### src/rtl/tx_packet_framer.sv
// tx_packet_framer: store-and-forward packet framer between a host write port
// and a link transmit port.
// Ports:
//   clk_net, rst_n                        - network clock, async active-low reset
//   wr_valid/wr_sop/wr_eop/wr_length/wr_data, wr_ready - host word input
//   valid_out/sop_out/eop_out/length_out/data_out, ready_in - link word output
//   drop_count                            - saturating count of dropped packets
// A packet becomes eligible for transmit only once its eop word is in the
// buffer. Aborted, stray and oversize packets are discarded and counted.
module tx_packet_framer #(
  parameter int unsigned DEPTH = 16,
  parameter int unsigned IPG   = 1
) (
  input  logic        clk_net,
  input  logic        rst_n,
  input  logic        wr_valid,
  input  logic        wr_sop,
  input  logic        wr_eop,
  input  logic [2:0]  wr_length,
  input  logic [63:0] wr_data,
  output logic        wr_ready,
  output logic        valid_out,
  output logic        sop_out,
  output logic        eop_out,
  output logic [2:0]  length_out,
  output logic [63:0] data_out,
  input  logic        ready_in,
  output logic [15:0] drop_count
);

  localparam int unsigned AW = $clog2(DEPTH);
  // Pointers carry one extra wrap bit so a full buffer differs from an empty one.
  localparam int unsigned PW = AW + 1;
  localparam int unsigned DW = 64;
  localparam int unsigned LW = 3;
  localparam int unsigned CW = 16;
  localparam int unsigned GW = 4;
  localparam logic [GW-1:0] GAP_LAST = GW'((IPG > 0) ? (IPG - 1) : 0);

  // 72-bit buffer entry
  typedef struct packed {
    logic [2:0]    pad;
    logic          sop;
    logic          eop;
    logic [LW-1:0] len;
    logic [DW-1:0] data;
  } entry_t;

  typedef enum logic [1:0] {IDLE, SEND, GAP} state_t;

  entry_t          mem_q [DEPTH];

  logic [PW-1:0]   wr_ptr_q, wr_ptr_d;
  logic [PW-1:0]   start_ptr_q, start_ptr_d;
  logic [PW-1:0]   rd_ptr_q, rd_ptr_d;
  logic [PW-1:0]   pkt_count_q, pkt_count_d;
  logic            in_pkt_q, in_pkt_d;
  logic            discard_q, discard_d;
  logic            stray_q, stray_d;
  logic            commit_q, commit_d;
  logic [CW-1:0]   drop_count_q, drop_count_d;
  logic            wr_ready_q, wr_ready_d;
  state_t          state_q, state_d;
  logic [GW-1:0]   gap_q, gap_d;
  logic            valid_q, valid_d;
  logic            sop_q, sop_d;
  logic            eop_q, eop_d;
  logic [LW-1:0]   len_q, len_d;
  logic [DW-1:0]   data_q, data_d;

  logic            wr_acc;
  logic [PW-1:0]   wr_fill;
  entry_t          wr_entry;
  logic            mem_we;
  logic [AW-1:0]   mem_waddr;
  entry_t          mem_wdata;
  logic            drop_inc;
  logic            load;
  logic            pkt_dec;
  logic            eligible;
  logic            eligible_next;
  entry_t          rd_entry;
  logic            unused_pad;

  assign rd_entry   = mem_q[rd_ptr_q[AW-1:0]];
  assign unused_pad = ^rd_entry.pad;

  // Host write side: packet assembly, commit, abort, oversize and stray handling
  always_comb begin
    wr_ptr_d    = wr_ptr_q;
    start_ptr_d = start_ptr_q;
    in_pkt_d    = in_pkt_q;
    discard_d   = discard_q;
    stray_d     = stray_q;
    commit_d    = 1'b0;
    drop_inc    = 1'b0;
    mem_we      = 1'b0;
    mem_waddr   = wr_ptr_q[AW-1:0];
    mem_wdata   = '0;
    wr_acc      = wr_valid && wr_ready_q;
    wr_fill     = wr_ptr_q - rd_ptr_q;
    wr_entry    = '{pad: 3'b000, sop: wr_sop, eop: wr_eop,
                    len: (wr_eop ? wr_length : LW'(0)), data: wr_data};

    if (wr_acc) begin
      if (wr_sop) begin
        // A sop mid-packet aborts the old packet; the new one reuses its start slot.
        if (in_pkt_q) drop_inc = 1'b1;
        mem_we    = 1'b1;
        mem_waddr = start_ptr_q[AW-1:0];
        mem_wdata = wr_entry;
        stray_d   = 1'b0;
        discard_d = 1'b0;
        wr_ptr_d  = start_ptr_q + PW'(1);
        if (wr_eop) begin
          start_ptr_d = start_ptr_q + PW'(1);
          in_pkt_d    = 1'b0;
          commit_d    = 1'b1;
        end else begin
          in_pkt_d    = 1'b1;
        end
      end else if (discard_q) begin
        discard_d = !wr_eop;
      end else if (in_pkt_q) begin
        if (wr_fill == PW'(DEPTH)) begin
          // Buffer already holds only this packet: it can never fit.
          drop_inc  = 1'b1;
          wr_ptr_d  = start_ptr_q;
          in_pkt_d  = 1'b0;
          discard_d = !wr_eop;
        end else begin
          mem_we    = 1'b1;
          mem_waddr = wr_ptr_q[AW-1:0];
          mem_wdata = wr_entry;
          if (wr_eop) begin
            wr_ptr_d    = wr_ptr_q + PW'(1);
            start_ptr_d = wr_ptr_q + PW'(1);
            in_pkt_d    = 1'b0;
            commit_d    = 1'b1;
          end else if ((wr_fill == PW'(DEPTH - 1)) && (pkt_count_q == '0)) begin
            // Packet fills the buffer with nothing else queued: oversize.
            drop_inc  = 1'b1;
            wr_ptr_d  = start_ptr_q;
            in_pkt_d  = 1'b0;
            discard_d = 1'b1;
          end else begin
            wr_ptr_d  = wr_ptr_q + PW'(1);
          end
        end
      end else begin
        // Stray word outside a packet: count once per run, run ends at eop.
        if (!stray_q) drop_inc = 1'b1;
        stray_d = !wr_eop;
      end
    end
  end

  // Link transmit FSM and output word register
  always_comb begin
    state_d  = state_q;
    gap_d    = gap_q;
    rd_ptr_d = rd_ptr_q;
    valid_d  = valid_q;
    sop_d    = sop_q;
    eop_d    = eop_q;
    len_d    = len_q;
    data_d   = data_q;
    load     = 1'b0;
    pkt_dec  = 1'b0;
    // A packet committed on the previous edge waits one more cycle.
    eligible      = pkt_count_q > PW'(commit_q);
    eligible_next = pkt_count_q > (PW'(commit_q) + PW'(1));

    unique case (state_q)
      IDLE: begin
        if (eligible) begin
          load    = 1'b1;
          state_d = SEND;
        end
      end
      SEND: begin
        if (ready_in) begin
          if (!eop_q) begin
            load = 1'b1;
          end else begin
            pkt_dec = 1'b1;
            valid_d = 1'b0;
            sop_d   = 1'b0;
            eop_d   = 1'b0;
            len_d   = '0;
            data_d  = '0;
            if (IPG == 0) begin
              if (eligible_next) load = 1'b1;
              else               state_d = IDLE;
            end else begin
              state_d = GAP;
              gap_d   = GAP_LAST;
            end
          end
        end
      end
      GAP: begin
        if (gap_q == '0) begin
          if (eligible) begin
            load    = 1'b1;
            state_d = SEND;
          end else begin
            state_d = IDLE;
          end
        end else begin
          gap_d = gap_q - GW'(1);
        end
      end
      default: state_d = IDLE;
    endcase

    if (load) begin
      rd_ptr_d = rd_ptr_q + PW'(1);
      valid_d  = 1'b1;
      sop_d    = rd_entry.sop;
      eop_d    = rd_entry.eop;
      len_d    = rd_entry.len;
      data_d   = rd_entry.data;
    end
  end

  // Shared counters and write-ready, computed from next-cycle state
  always_comb begin
    pkt_count_d  = pkt_count_q + PW'(commit_d) - PW'(pkt_dec);
    drop_count_d = (drop_inc && (drop_count_q != '1)) ? (drop_count_q + CW'(1)) : drop_count_q;
    wr_ready_d   = !(((wr_ptr_d - rd_ptr_d) == PW'(DEPTH)) && (pkt_count_d != '0));
  end

  always_ff @(posedge clk_net or negedge rst_n) begin
    if (!rst_n) begin
      wr_ptr_q     <= '0;
      start_ptr_q  <= '0;
      rd_ptr_q     <= '0;
      pkt_count_q  <= '0;
      in_pkt_q     <= 1'b0;
      discard_q    <= 1'b0;
      stray_q      <= 1'b0;
      commit_q     <= 1'b0;
      drop_count_q <= '0;
      wr_ready_q   <= 1'b0;
      state_q      <= IDLE;
      gap_q        <= '0;
      valid_q      <= 1'b0;
      sop_q        <= 1'b0;
      eop_q        <= 1'b0;
      len_q        <= '0;
      data_q       <= '0;
    end else begin
      wr_ptr_q     <= wr_ptr_d;
      start_ptr_q  <= start_ptr_d;
      rd_ptr_q     <= rd_ptr_d;
      pkt_count_q  <= pkt_count_d;
      in_pkt_q     <= in_pkt_d;
      discard_q    <= discard_d;
      stray_q      <= stray_d;
      commit_q     <= commit_d;
      drop_count_q <= drop_count_d;
      wr_ready_q   <= wr_ready_d;
      state_q      <= state_d;
      gap_q        <= gap_d;
      valid_q      <= valid_d;
      sop_q        <= sop_d;
      eop_q        <= eop_d;
      len_q        <= len_d;
      data_q       <= data_d;
    end
  end

  // Packet buffer storage; contents are don't-care until a pointer covers them
  always_ff @(posedge clk_net) begin
    if (mem_we) mem_q[mem_waddr] <= mem_wdata;
  end

  assign wr_ready   = wr_ready_q;
  assign valid_out  = valid_q;
  assign sop_out    = sop_q;
  assign eop_out    = eop_q;
  assign length_out = len_q;
  assign data_out   = data_q;
  assign drop_count = drop_count_q;

endmodule

### config.mk
export PLATFORM = sky130hd
export DESIGN_NAME = tx_packet_framer
export DESIGN_NICKNAME = d
export VERILOG_FILES = /design/src/rtl/tx_packet_framer.sv
export SDC_FILE = /design/constraint.sdc
export NUM_CORES = 1
export LEC_CHECK = 0
export ABC_AREA = 1
export CAP_MARGIN = 25
export CELL_PAD_IN_SITES_DETAIL_PLACEMENT = 1
export CELL_PAD_IN_SITES_GLOBAL_PLACEMENT = 1
export CORE_ASPECT_RATIO = 1.4
export CORE_MARGIN = 2
export CORE_UTILIZATION = 40
export DETAILED_ROUTE_END_ITERATION = 10
export PLACE_DENSITY_LB_ADDON = 0.1
export SYNTH_ARGS = -nofsm -noshare
export SYNTH_HDL_FRONTEND = slang
export SYNTH_SLANG_ARGS = --single-unit
### constraint.sdc
create_clock -name clk_net -period 10.8 [get_ports clk_net]
set_input_delay 2.7 -clock clk_net [delete_from_list [all_inputs] [get_ports clk_net]]
set_output_delay 2.7 -clock clk_net [all_outputs]
set_load 0.02 [all_outputs]
Word-level counts from Yosys, hierarchy flattened
Memories as Yosys holds them, arrays and structs flattened.
Index checks and enable logic that the tools add are counted.
{"block": "totals", "reg_bits": 117, "ramBits": 1104, "wordCells": 156, "memories": 1}
{"memory": "mem_q", "words": 16, "width": 69, "rd": 1, "rd_ports_with_merged_regs": 0, "wr": 1, "line": "51", "source": "entry_t mem_q [DEPTH];"}
{"block": "classes", "n_addsub": 9, "order_cmp": 1, "n_eq_ne": 14, "mux": 92, "reduce_logical": 22}
{"cell": "two-way mux 64 bit", "n": 4}
{"cell": "two-way mux 68 bit", "n": 3}
{"cell": "two-way mux 69 bit", "n": 2}
{"cell": "two-way mux 5 bit", "n": 14}
{"cell": "two-way mux 1 bit", "n": 52}
{"cell": "two-way mux 4 bit", "n": 5}
{"cell": "adder 16 x 1 -> 16 bit, second input constant", "n": 1}
{"cell": "inequality test 16 bit, second input constant", "n": 1}
{"cell": "inequality test 2 bit, second input constant", "n": 8}
{"cell": "adder 5 x 1 -> 5 bit, second input constant", "n": 3}
{"cell": "two-way mux 3 bit", "n": 5}
{"cell": "== test 5 bit, second input constant", "n": 2}
{"cell": "nonzero test 2 bit", "n": 5}
{"cell": "subtractor 5 bit", "n": 2}
{"cell": "two-way mux 2 bit", "n": 4}
{"cell": "one-hot mux 4 bit (2 select lines)", "n": 1}
{"cell": "AND reduction 4 bit", "n": 2}
{"cell": "one-hot mux 2 bit (3 select lines)", "n": 1}
{"cell": "AND reduction 3 bit", "n": 2}
{"cell": "adder 5 x 1 -> 5 bit", "n": 1}
{"cell": "== test 5 x 4 -> 1 bit, second input constant", "n": 1}
{"cell": "> comparator 5 x 1 -> 1 bit", "n": 1}
{"cell": "zero test 5 bit", "n": 1}
{"cell": "AND reduction 5 bit", "n": 1}
{"cell": "other kinds (11)", "n": 16}

Logic depth before layout (Yosys ltp)
Gate-level depths: netlist of run 1.
{"block": "logic_depth", "word_depth": 14, "mapped_depth": 26, "depth_no_buf": 24}

Worst setup path before layout of run 1
OpenSTA, ideal clock, no wires.
{"block": "synth_timing", "path_kind": "input port to flip-flop", "startpoint": "input wr_sop", "endpoint": "memory mem_q[0][0] (netlist name), enable pin", "t_arrival_ns": 6.865, "t_required_ns": 10.303, "path_slack_ns": 3.439, "stages": 6, "path_buffers": 0, "cell_sequence": "inv_1 -> nor2_1 -> inv_1 -> o21ai_0 -> nand3_1 -> nor2_1"}
{"block": "synth_between", "elab_chain_len": 4}
{"element": "from (decl)", "line": "17", "source": "input logic wr_sop,"}
{"element": "two-way mux 1 bit", "line": "106", "source": "if (wr_sop) begin"}
{"element": "two-way mux 1 bit", "line": "105", "source": "if (wr_acc) begin"}
{"element": "two-way mux 1 bit", "line": "276", "source": "if (mem_we) mem_q[mem_waddr] <= mem_wdata;"}
{"element": "two-way mux 1 bit (not written as such)", "line": "276"}
{"element": "to (decl)", "line": "51"}
Several ways; a longest one is shown, not always the timed one.

Worst setup path in the final report of run 1
{"block": "layout_timing", "startpoint": "input wr_sop", "endpoint": "memory mem_q[10][11] (netlist name), enable pin"}
Same word-level chain as after synthesis.

==> run_results.csv, run 1 <==
group,metric,value,unit
critical_path,cp_data_required_time,11.16,ns
yosys,yosys.area_share.xor_xnor,0.5357,%
job,cap_violations,0,
yosys,netlist_instances,3821,
clocking,clk_latency,0.74,ns
layout,final_cells,5639,
timing,tightest_slew,1.127,ns
yosys,yosys-top-cells-area,"edfxtp_1, nand2_1, dfrtp_1, a21oi_1, a22oi_1",
floorplanning,top_ports,160,
grt,grt.total_usage,22.99,%
pwr,p_leak,20.03,nW
status,outcome,"finished clean",
critical_path,timing.critical_path.arrival,6.79,ns
yosys,synth_top_family_by_area,"compound AO/OA/AOI/OAI gates",
yosys,area_fraction_in_compound_gates_after_synthesis,11.72,%
critical_path,crit_path_max_fanout,38,
clocking,post-cts-setup-buffers,0,
yosys,syn-cell-area,49050,sq um
timing,max_freq,155.6,MHz
layout,post-route-util,46.40,%
yosys,multiplexer_area_fraction_after_synthesis,0.05357,%
clocking,cts_htree_levels,3,
critical_path,critPathLaunchType,"input pin",
clocking,cts_repair_resize_count,0,
yosys,yosys_cell_types,43,
routing,postRouteWirelength,144300,microns
clocking,tritoncts,"done",
pwr,ir_drop,0.0002797,V
yosys,synth_seq_area_share,73.56,%
yosys,yosys.area_share.simple,10.25,%
routing,drc,0,
critical_path,cp_slowest_cell,"clkdlybuf4s50_1",
clocking,holdBufCountCts,0,
yosys,ys_ff_latch,1221,
timing,timing.setup.tns,0,ns
floorplanning,initial_utilization,40.17,%
clocking,cts_num_sinks,1221,
pwr,power-per-cell-area,278.5,nW/um^2
layout,flow.area_growth_from_synthesis,15.50,%
yosys,post_synth_fa_ha_maj_area_fraction,0.6939,%
placement,post-dp-hpwl,75050,microns
critical_path,critical_path.endpoint_type,"flop",
layout,final_area,56650,sq um
clocking,clockRootBuffer,"clkbuf_16",
timing,period_share,59.50,%
yosys,synth.top_cell.area_share,67.59,%
placement,placement.io_buffers,159,
timing,timing.final.setup_violations,0,
yosys,synth-async-reset-ratio,9.582,%
routing,initialDrtViolationCount,1933,
clocking,cts-root-to-sink-buffers,3,
yosys,synth.net_count,3920,
layout,drive_gt1_share,7.687,%
timing,fin_crit,6.425,ns
yosys,library_cell_occupying_the_most_area_in_the_post_synthesis_netlist,"edfxtp_1",
yosys,yosysWarnings,0,
grt,grt_pass1_vias,33256,
timing,relative_max_transition_margin,24.88,%
floorplanning,area_enclosed_by_the_die_boundary,125500,sq um
floorplanning,chipHeight,418.3,microns
timing,report.final.hold_viol_count,0,
layout,layout_nets,4016,
timing,worst_clock_skew,0.04116,ns
yosys,post_synth.cell_area_avg,12.84,sq um
routing,first_pass_iteration_count_of_the_detailed_router,5,
critical_path,gate_family_responsible_for_the_most_delay_along_the_worst_path,"buffers and inverters",
routing,routed_via_density,5.578,
placement,placed_area,52430,sq um
placement,globalplace.congestion,0.7530,
critical_path,crit_path_max_incr_delay,0.83,ns
critical_path,timing.critical_path.buf_inv,6,
timing,max_slew_violation_total_from_the_final_report,0,
clocking,cts-buffers-inserted,120,
grt,grt_max_degree,194,
critical_path,timing.setup.critical_path_class,"input pin to flop",
floorplanning,die_w,300.0,microns
yosys,synth-edff-count,1104,
worst_hold_path,worstHoldPathType,"flop to flop",
floorplanning,rows,152,
critical_path,timing.critical_path.cells,"clkdlybuf4s50_1 -> inv_1 -> nor2_1 -> clkbuf_8 -> inv_1 -> o21ai_0 -> nand3_1 -> nor2_4 -> buf_4 -> buf_4",
timing,rsz0062_at_grt,"no",
placement,place.detailed.instances,5399,
floorplanning,core_region_area,122100,sq um
grt,grt_first_pass_wirelength,215500,microns
yosys,ys_dominant_reg_cell,"edfxtp_1",
grt,grt_antenna_before_repair,2,
routing,detail_route.wl_per_cell,25.58,microns
clocking,cts.reportedPaths.clkPinSlew,0.06,ns
routing,via_count,31457,
routing,postRouteAntennaNets,0,
grt,global_route.overflow_total,0,
## layer usage
metal,wire (microns),GRT usage (%),vias up
met5,0,0,-
met4,2906,6.178,0
met3,4615,2.308,153
met2,75320,41.28,555
met1,61430,29.54,16526
li1,-,-,14223
## logic make-up (layout without fill, tap and decap cells)
family / count (synthesis) / in the layout
AOI/OAI and AO/OA: 881 / 881
xor gates and xnor gates: 30 / 30
adders and majority gates: 26 / 26
buffers and inverters: 394 / 593
DFF: 1221 / 1221
muxes: 2 / 2
other: 0 / 2
and+or+nand+nor: 1267 / 1267
## path summary, 6_finish.rpt
check | start | to | slack, ns | depth (start not counted)
hold / removal | gap_q[3] | gap_q[3] | 0.47 | 1
setup / recovery | wr_sop | mem_q[10][11] | 4.37 | 10
setup reg to reg | rd_ptr_q[1] | wr_ready | 5.32 | 20
min in group asynchronous | rst_n | valid_out | 1.86 | 1
max in group asynchronous | rst_n | data_out[11] | 7.75 | 2
hold reg to reg | gap_q[3] | gap_q[3] | 0.47 | 1
## worst reg2reg max path, stage by stage (launching register included)
cell and delay (ns):
dfrtp_4 0.71, inv_8 0.73, ha_1 0.38, nand3_1 0.13, nand3_1 0.09, nand2_1 0.12, nand3_4 0.17, o21ai_4 0.69
nor2_1 0.25, inv_1 0.34, ha_1 0.20, inv_1 0.04, ha_1 0.21, fa_1 0.44, a21oi_1 0.19, nor2_1 0.07
nor2_1 0.11, xor2_1 0.21, nor2_1 0.08, a21oi_1 0.15, nand2_1 0.06
## power by group
group          internal [mW]  switching (mW)  total (mW)
clock                   2.50            1.84        4.34
combinational           1.68            3.80        5.48
sequential              5.66           0.302        5.96
## state kept, by name, summed over array words and instances (netlist names), 2 cells and up
name / flops
gap_q: 4
length_out: 3
state_q: 2
start_ptr_q: 5
rd_ptr_q: 5
wr_ptr_q: 5
pkt_count_q: 5
drop_count: 16
data_out: 64
mem_q: 1104
## layout by cell type, fill, tap and decap left out, types with 97 or more instances in the layout
cell,Yosys,routed
a21oi_1,468,468
a22oi_1,139,139
a32o_1,97,97
clkbuf_16,0,122
clkdlybuf4s50_1,0,158
dfrtp_1,117,114
edfxtp_1,1104,1104
inv_1,132,132
nand2_1,1007,1005
nand3_1,108,108
nor2_1,121,104
## Yosys cell counts, drive strengths merged (3+ instances only)
cell,number
a21oi,468
a22oi,139
a32o,97
buf,88
clkbuf,166
dfrtp,117
edfxtp,1104
ha,24
inv,138
nand2,1008
nand3,110
nand4,13
nor2,122
nor3,9
nor4,3
o2111ai,68
o211ai,33
o21ai,28
o311ai,41
xnor2,8
xor2,22
## per-stage QoR
step | total power [mW] | setup slack (ns) | hold slack (ns)
floorplan | 9.468 | 3.439 | 0.4345
global placement | 11.54 | 2.964 | 0.4535
detailed placement | 11.60 | 2.834 | 0.4601
CTS | 15.96 | 3.616 | 0.4728
global route | 16.65 | 4.133 | 0.5060
finish | 15.78 | 4.375 | 0.4700
## final cells by class
| type | instances | area, sq um |
|---|---|---|
| flip-flops and latches | 1221 | 36090 |
| repair buffers | 228 | 2351 |
| multi-input cells | 2206 | 11560 |
| well taps | 1617 | 2023 |
| clock inverters | 72 | 765.7 |
| fillers | 12400 | 65450 |
| inverters | 140 | 548.0 |
| diodes | 2 | 5.005 |
| clock buffers | 153 | 3309 |
(Power assumes the default switching activity.)
==> inputs of run 2 (changes only) <==
==> constraint.sdc (replaced) <==
create_clock -name clk_net -period 5.4 [get_ports clk_net]
set_input_delay 1.35 -clock clk_net [delete_from_list [all_inputs] [get_ports clk_net]]
set_output_delay 1.35 -clock clk_net [all_outputs]
set_load 0.02 [all_outputs]
==> run 2 against run 1 <==
Effect of this change: register-to-register slack got worse by 4.1 ns; clock skew shrank 0.0091 ns; flip-flop and latch count did not move; sequential share of layout area down 0.56 points; critical endpoint is now mem_q[7][5]; combinational power grew 110%; highest routed layer unchanged; largest power group unchanged; via count rose by 0.76%; worst setup slack worse by 3.2 ns; sequential power is 98% higher; final cell count is 1.1% higher.
==> run_results.csv, run 2 (synthesis gave the netlist of run 1 again) <==
group,metric,value,unit
clocking,tritoncts,"done",
grt,grt_max_degree,191,
timing,postLayoutSetupSlackWorst,1.190,ns
critical_path,crit_path_max_fanout,32,
timing,timing.setup.tns,0,ns
clocking,cts-root-to-sink-buffers,3,
floorplanning,core_region_area,122100,sq um
placement,placement.io_buffers,159,
clocking,cts-buffers-inserted,119,
floorplanning,top_ports,160,
floorplanning,chipHeight,418.3,microns
routing,routed_via_density,5.561,
placement,post-dp-hpwl,79590,microns
timing,fin_crit,4.210,ns
layout,flow.area_growth_from_synthesis,16.52,%
timing,holdWs,0.4861,ns
worst_hold_path,worstHoldPathType,"flop to flop",
routing,postRouteAntennaNets,0,
timing,period_share,77.97,%
floorplanning,initial_utilization,40.17,%
clocking,clockRootBuffer,"clkbuf_16",
layout,largest_register_ff_count,1104,
grt,grt_first_pass_wirelength,216600,microns
pwr,power-per-cell-area,548.5,nW/um^2
critical_path,cp_data_required_time,5.81,ns
floorplanning,area_enclosed_by_the_die_boundary,125500,sq um
routing,drc,0,
layout,drive_gt1_share,8.844,%
pwr,ir_drop,0.0004230,V
routing,via_count,31697,
critical_path,timing.critical_path.arrival,4.62,ns
timing,max_slew_violation_total_from_the_final_report,0,
clocking,post-cts-setup-buffers,0,
pwr,power.total,31.35,mW
timing,relative_max_transition_margin,25.03,%
grt,grt_pass1_vias,33183,
grt,global_route.overflow_total,0,
clocking,holdBufCountCts,0,
timing,report.final.hold_viol_count,0,
timing,timing.final.setup_violations,0,
timing,worst_clock_skew,0.03202,ns
routing,detail_route.wl_per_cell,25.36,microns
grt,grt.total_usage,23.07,%
routing,postRouteWirelength,144600,microns
critical_path,timing.setup.critical_path_class,"flop to flop",
timing,max_freq,237.5,MHz
floorplanning,rows,152,
timing,tightest_slew,1.125,ns
routing,first_pass_iteration_count_of_the_detailed_router,5,
status,outcome,"finished clean",
clocking,cts_htree_levels,3,
clocking,cts_repair_resize_count,0,
layout,layout.cells.most_common,"edfxtp_1",
layout,most-common-layout-cells,"edfxtp_1, nand2_1, a21oi_1, clkdlybuf4s50_1, a22oi_1",
clocking,cts_num_sinks,1221,
placement,globalplace.congestion,0.7757,
layout,layout_nets,4077,
pwr,p_leak,20.32,nW
grt,grt_antenna_before_repair,0,
routing,initialDrtViolationCount,2072,
layout,post-route-util,46.81,%
clocking,clk_latency,0.74,ns
critical_path,critPathLaunchType,"flop",
floorplanning,die_w,300.0,microns
clocking,cts.reportedPaths.clkPinSlew,0.07,ns
timing,rsz0062_at_grt,"no",
placement,place_worst_setup_slack,0.5641,ns
job,cap_violations,0,
layout,top_register,"mem_q",
critical_path,critical_path.endpoint_type,"flop",
## run 2: worst paths after layout
kind | start | endpoint | slack (ns) | cells after the start
max reg2reg | rd_ptr_q[2] | mem_q[7][5] | 1.19 | 13
min in group asynchronous | rst_n | data_out[46] | 0.51 | 1
max in group asynchronous | rst_n | data_out[4] | 3.84 | 2
min reg2reg | gap_q[3] | gap_q[3] | 0.49 | 1
min | gap_q[3] | gap_q[3] | 0.49 | 1
max | rd_ptr_q[2] | mem_q[7][5] | 1.19 | 13
## run 2: through the flow
stage | instance area [sq um] | instances
6_report | 57150 | 5700
5_1_grt | 57150 | 5699
4_1_cts | 57060 | 5688
3_5_place_dp | 53180 | 5463
3_3_place_gp | 53120 | 5456
2_1_floorplan | 49050 | 3821
## run 2: worst max-delay path, cell delays in order (launching register included)
cell,delay (ns)
dfrtp_4,0.73
inv_1,0.15
ha_1,0.38
a21oi_1,0.24
nand2_1,0.10
nand2_1,0.07
nand2_1,0.08
nand3_4,0.18
o21ai_4,0.07
buf_4,0.29
inv_1,0.19
nand3_1,0.32
nor2_4,0.73
buf_12,0.30
## run 2: area by class of cell
cell class	instances	area, sq um
clock inverters	77	660.6
diodes	1	2.502
repair buffers	290	3050
multi-input cells	2206	11560
flip-flops and latches	1221	36090
fillers	12426	64940
well taps	1617	2023
inverters	140	548.0
clock buffers	148	3218
## run 2: power by group
| part | total [mW] | switching [mW] | internal [mW] |
|---|---|---|---|
| sequential | 11.8 | 0.450 | 11.3 |
| clock | 8.31 | 3.66 | 4.65 |
| combinational | 11.3 | 7.82 | 3.46 |
| total | 31.3 | 11.9 | 19.4 |
## run 2: per-layer routing
metal	GRT usage [%]	vias up	share of wire (%)
li1	-	14364	-
met1	30.18	16586	43
met2	40.98	603	52
met3	2.345	144	3.1
met4	5.831	0	1.8
met5	0	-	0
==> inputs of run 3 (changes only) <==
==> constraint.sdc (replaced) <==
create_clock -name clk_net -period 4.3 [get_ports clk_net]
set_input_delay 1.075 -clock clk_net [delete_from_list [all_inputs] [get_ports clk_net]]
set_output_delay 1.075 -clock clk_net [all_outputs]
set_load 0.02 [all_outputs]
==> run 3 against run 2 <==
Effect of this change: utilization increased by 0.097 points; clock skew decreased by 0.0092 ns; via count decreased by 0.49%; count of clock-buffer cells in the layout increased by 10; sequential share of layout area decreased by 0.13 points; final cell count increased by 0.11%; worst hold slack got worse by 0.25 ns; routed wire length decreased by 1.9%; first-iteration DRC count decreased by 13%; register-to-register slack got worse by 0.73 ns.
==> run_results.csv, run 3 (synthesis gave the netlist of run 1 again) <==
group,metric,value,unit
critical_path,timing.critical_path.cells,"inv_1 -> ha_1 -> fa_1 -> nand2_1 -> a21oi_1 -> nand3_4 -> o21ai_4 -> nor2_1 -> inv_1 -> ha_1 -> inv_1 -> ha_1 -> fa_1 -> a21oi_1 -> nor2_1 -> nor2_1 -> xor2_1 -> nor2_1 -> a21oi_1 -> nand2_1",
critical_path,timing.setup.critical_path_class,"flop to flop",
layout,top_register,"mem_q",
critical_path,timing.critical_path.arrival,4.44,ns
grt,grt_antenna_before_repair,0,
pwr,power.total,39.30,mW
layout,final_cells,5706,
routing,routed_via_density,5.528,
critical_path,path_common_cell,"nor2_1",
placement,place.detailed.instances,5477,
timing,max_slew_violation_total_from_the_final_report,0,
layout,largest_register_ff_count,1104,
clocking,cts-root-to-sink-buffers,3,
status,outcome,"finished clean",
grt,grt_first_pass_wirelength,214100,microns
grt,busiest_layer,"met2",
routing,detail_route.wl_per_cell,24.85,microns
clocking,cts_repair_resize_count,0,
timing,rsz0062_at_grt,"no",
layout,layout.cells.most_common,"edfxtp_1",
timing,report.final.hold_viol_count,0,
critical_path,cp_data_required_time,4.90,ns
routing,first_pass_iteration_count_of_the_detailed_router,5,
critical_path,critical_path.endpoint_type,"flop",
grt,grt_max_degree,167,
clocking,clockRootBuffer,"clkbuf_16",
critical_path,crit_path_max_incr_delay,0.52,ns
grt,groute.layer.met1.usage,28.38,%
job,cap_violations,0,
routing,postRouteWirelength,141800,microns
timing,tightest_slew,1.093,ns
floorplanning,initial_utilization,40.17,%
timing,timing.final.setup_violations,0,
clocking,cts_num_sinks,1221,
timing,fin_crit,3.840,ns
timing,worst_clock_skew,0.02282,ns
timing,relative_max_transition_margin,27.15,%
grt,grt.total_usage,22.67,%
clocking,post-cts-setup-buffers,0,
timing,timing.setup.tns,0,ns
clocking,cts-buffers-inserted,118,
placement,post-dp-hpwl,77010,microns
floorplanning,chipHeight,418.3,microns
grt,grt_pass1_vias,33773,
floorplanning,core_region_area,122100,sq um
clocking,cts.reportedPaths.clkPinSlew,0.07,ns
pwr,power-per-cell-area,686.2,nW/um^2
timing,period_share,89.29,%
timing,max_freq,260.4,MHz
routing,via_count,31543,
routing,initialDrtViolationCount,1799,
pwr,ir_drop,0.0005280,V
placement,globalplace.congestion,0.7716,
routing,postRouteAntennaNets,0,
floorplanning,top_ports,160,
worst_hold_path,worstHoldPathType,"input pin to asynchronous set/reset pin",
layout,most-common-layout-cells,"edfxtp_1, nand2_1, a21oi_1, clkdlybuf4s50_1, a22oi_1",
layout,antennaDiodeCount,0,
routing,drc,0,
clocking,holdBufCountCts,0,
grt,global_route.overflow_total,0,
grt,globalRouteMet2Util,41.46,%
placement,placement.io_buffers,159,
critical_path,timing.critical_path.buf_inv,3,
clocking,clk_latency,0.72,ns
grt,groute.layer.met3.usage,2.158,%
floorplanning,area_enclosed_by_the_die_boundary,125500,sq um
pwr,p_leak,20.35,nW
critical_path,crit_path_max_fanout,9,
clocking,tritoncts,"done",
layout,drive_gt1_share,8.731,%
critical_path,critPathLaunchType,"flop",
layout,layout_nets,4083,
critical_path,cp_slowest_cell,"fa_1",
floorplanning,rows,152,
layout,flow.area_growth_from_synthesis,16.76,%
critical_path,gate_family_responsible_for_the_most_delay_along_the_worst_path,"adder cells",
clocking,cts_htree_levels,3,
floorplanning,die_w,300.0,microns
## run 3: cell types whose count changed in the layout (fill, tap and decap cells not counted), sizes merged
cell      change
clkinv        -5
diode         -1
clkinvlp      +2
inv           -4
buf           +7
clkbuf       +10
bufinv        -3
## run 3: per-stage QoR
stage	setup slack (ns)	hold slack (ns)	utilization (%)	area [sq um]
2_1_floorplan	-0.3483	0.4345	-	49090
3_3_place_gp	0.1198	0.4647	43.71	53370
3_5_place_dp	-0.01721	0.4680	43.73	53390
4_1_cts	0.3361	0.1959	46.87	57230
5_1_grt	0.07054	0.2357	46.91	57270
6_report	0.4604	0.2332	46.91	57270
## run 3: routing by layer
layer  up-vias  wire length, microns
met5         -                     0
li1      14350                     -
met1     16477                 59610
met4         0                  3204
met2       519                 74800
met3       197                  4187
## run 3: where the power goes
group / internal, mW / total, mW / switching [mW] / leakage, nW
registers: 14.2 / 14.7 / 0.475 / 11.6
clock network: 5.79 / 10.3 / 4.49 / 1.88
logic: 4.50 / 14.3 / 9.84 / 6.86
## run 3: worst reg2reg max path, cell delays in order (launching register included)
cell,delay (ns)
dfrtp_1,0.39
inv_1,0.12
ha_1,0.24
fa_1,0.52
nand2_1,0.06
a21oi_1,0.23
nand3_4,0.20
o21ai_4,0.17
nor2_1,0.07
inv_1,0.10
ha_1,0.15
inv_1,0.04
ha_1,0.20
fa_1,0.44
a21oi_1,0.17
nor2_1,0.05
nor2_1,0.11
xor2_1,0.20
nor2_1,0.06
a21oi_1,0.14
nand2_1,0.06
## run 3: final timing paths
kind	start	end	slack, ns	cells past startpoint
setup / recovery	wr_ptr_q[0]	wr_ready	0.46	20
hold / removal	rst_n	pkt_count_q[0]	0.23	1
setup reg to reg	wr_ptr_q[0]	wr_ready	0.46	20
hold reg to reg	gap_q[3]	gap_q[3]	0.48	1
max in group asynchronous	rst_n	data_out[13]	3.23	2
min in group clk_net	gap_q[3]	gap_q[3]	0.48	1
## run 3: layout make-up
type                            count  area, sq um
Fill cell                       12344        64830
Tap cell                         1617         2023
Clock buffer                      158         3339
Clock inverter                     67        499.2
Sequential cell                  1221        36090
Inverter                          140        548.0
Timing Repair Buffer              297         3212
Multi-Input combinational cell   2206        11560
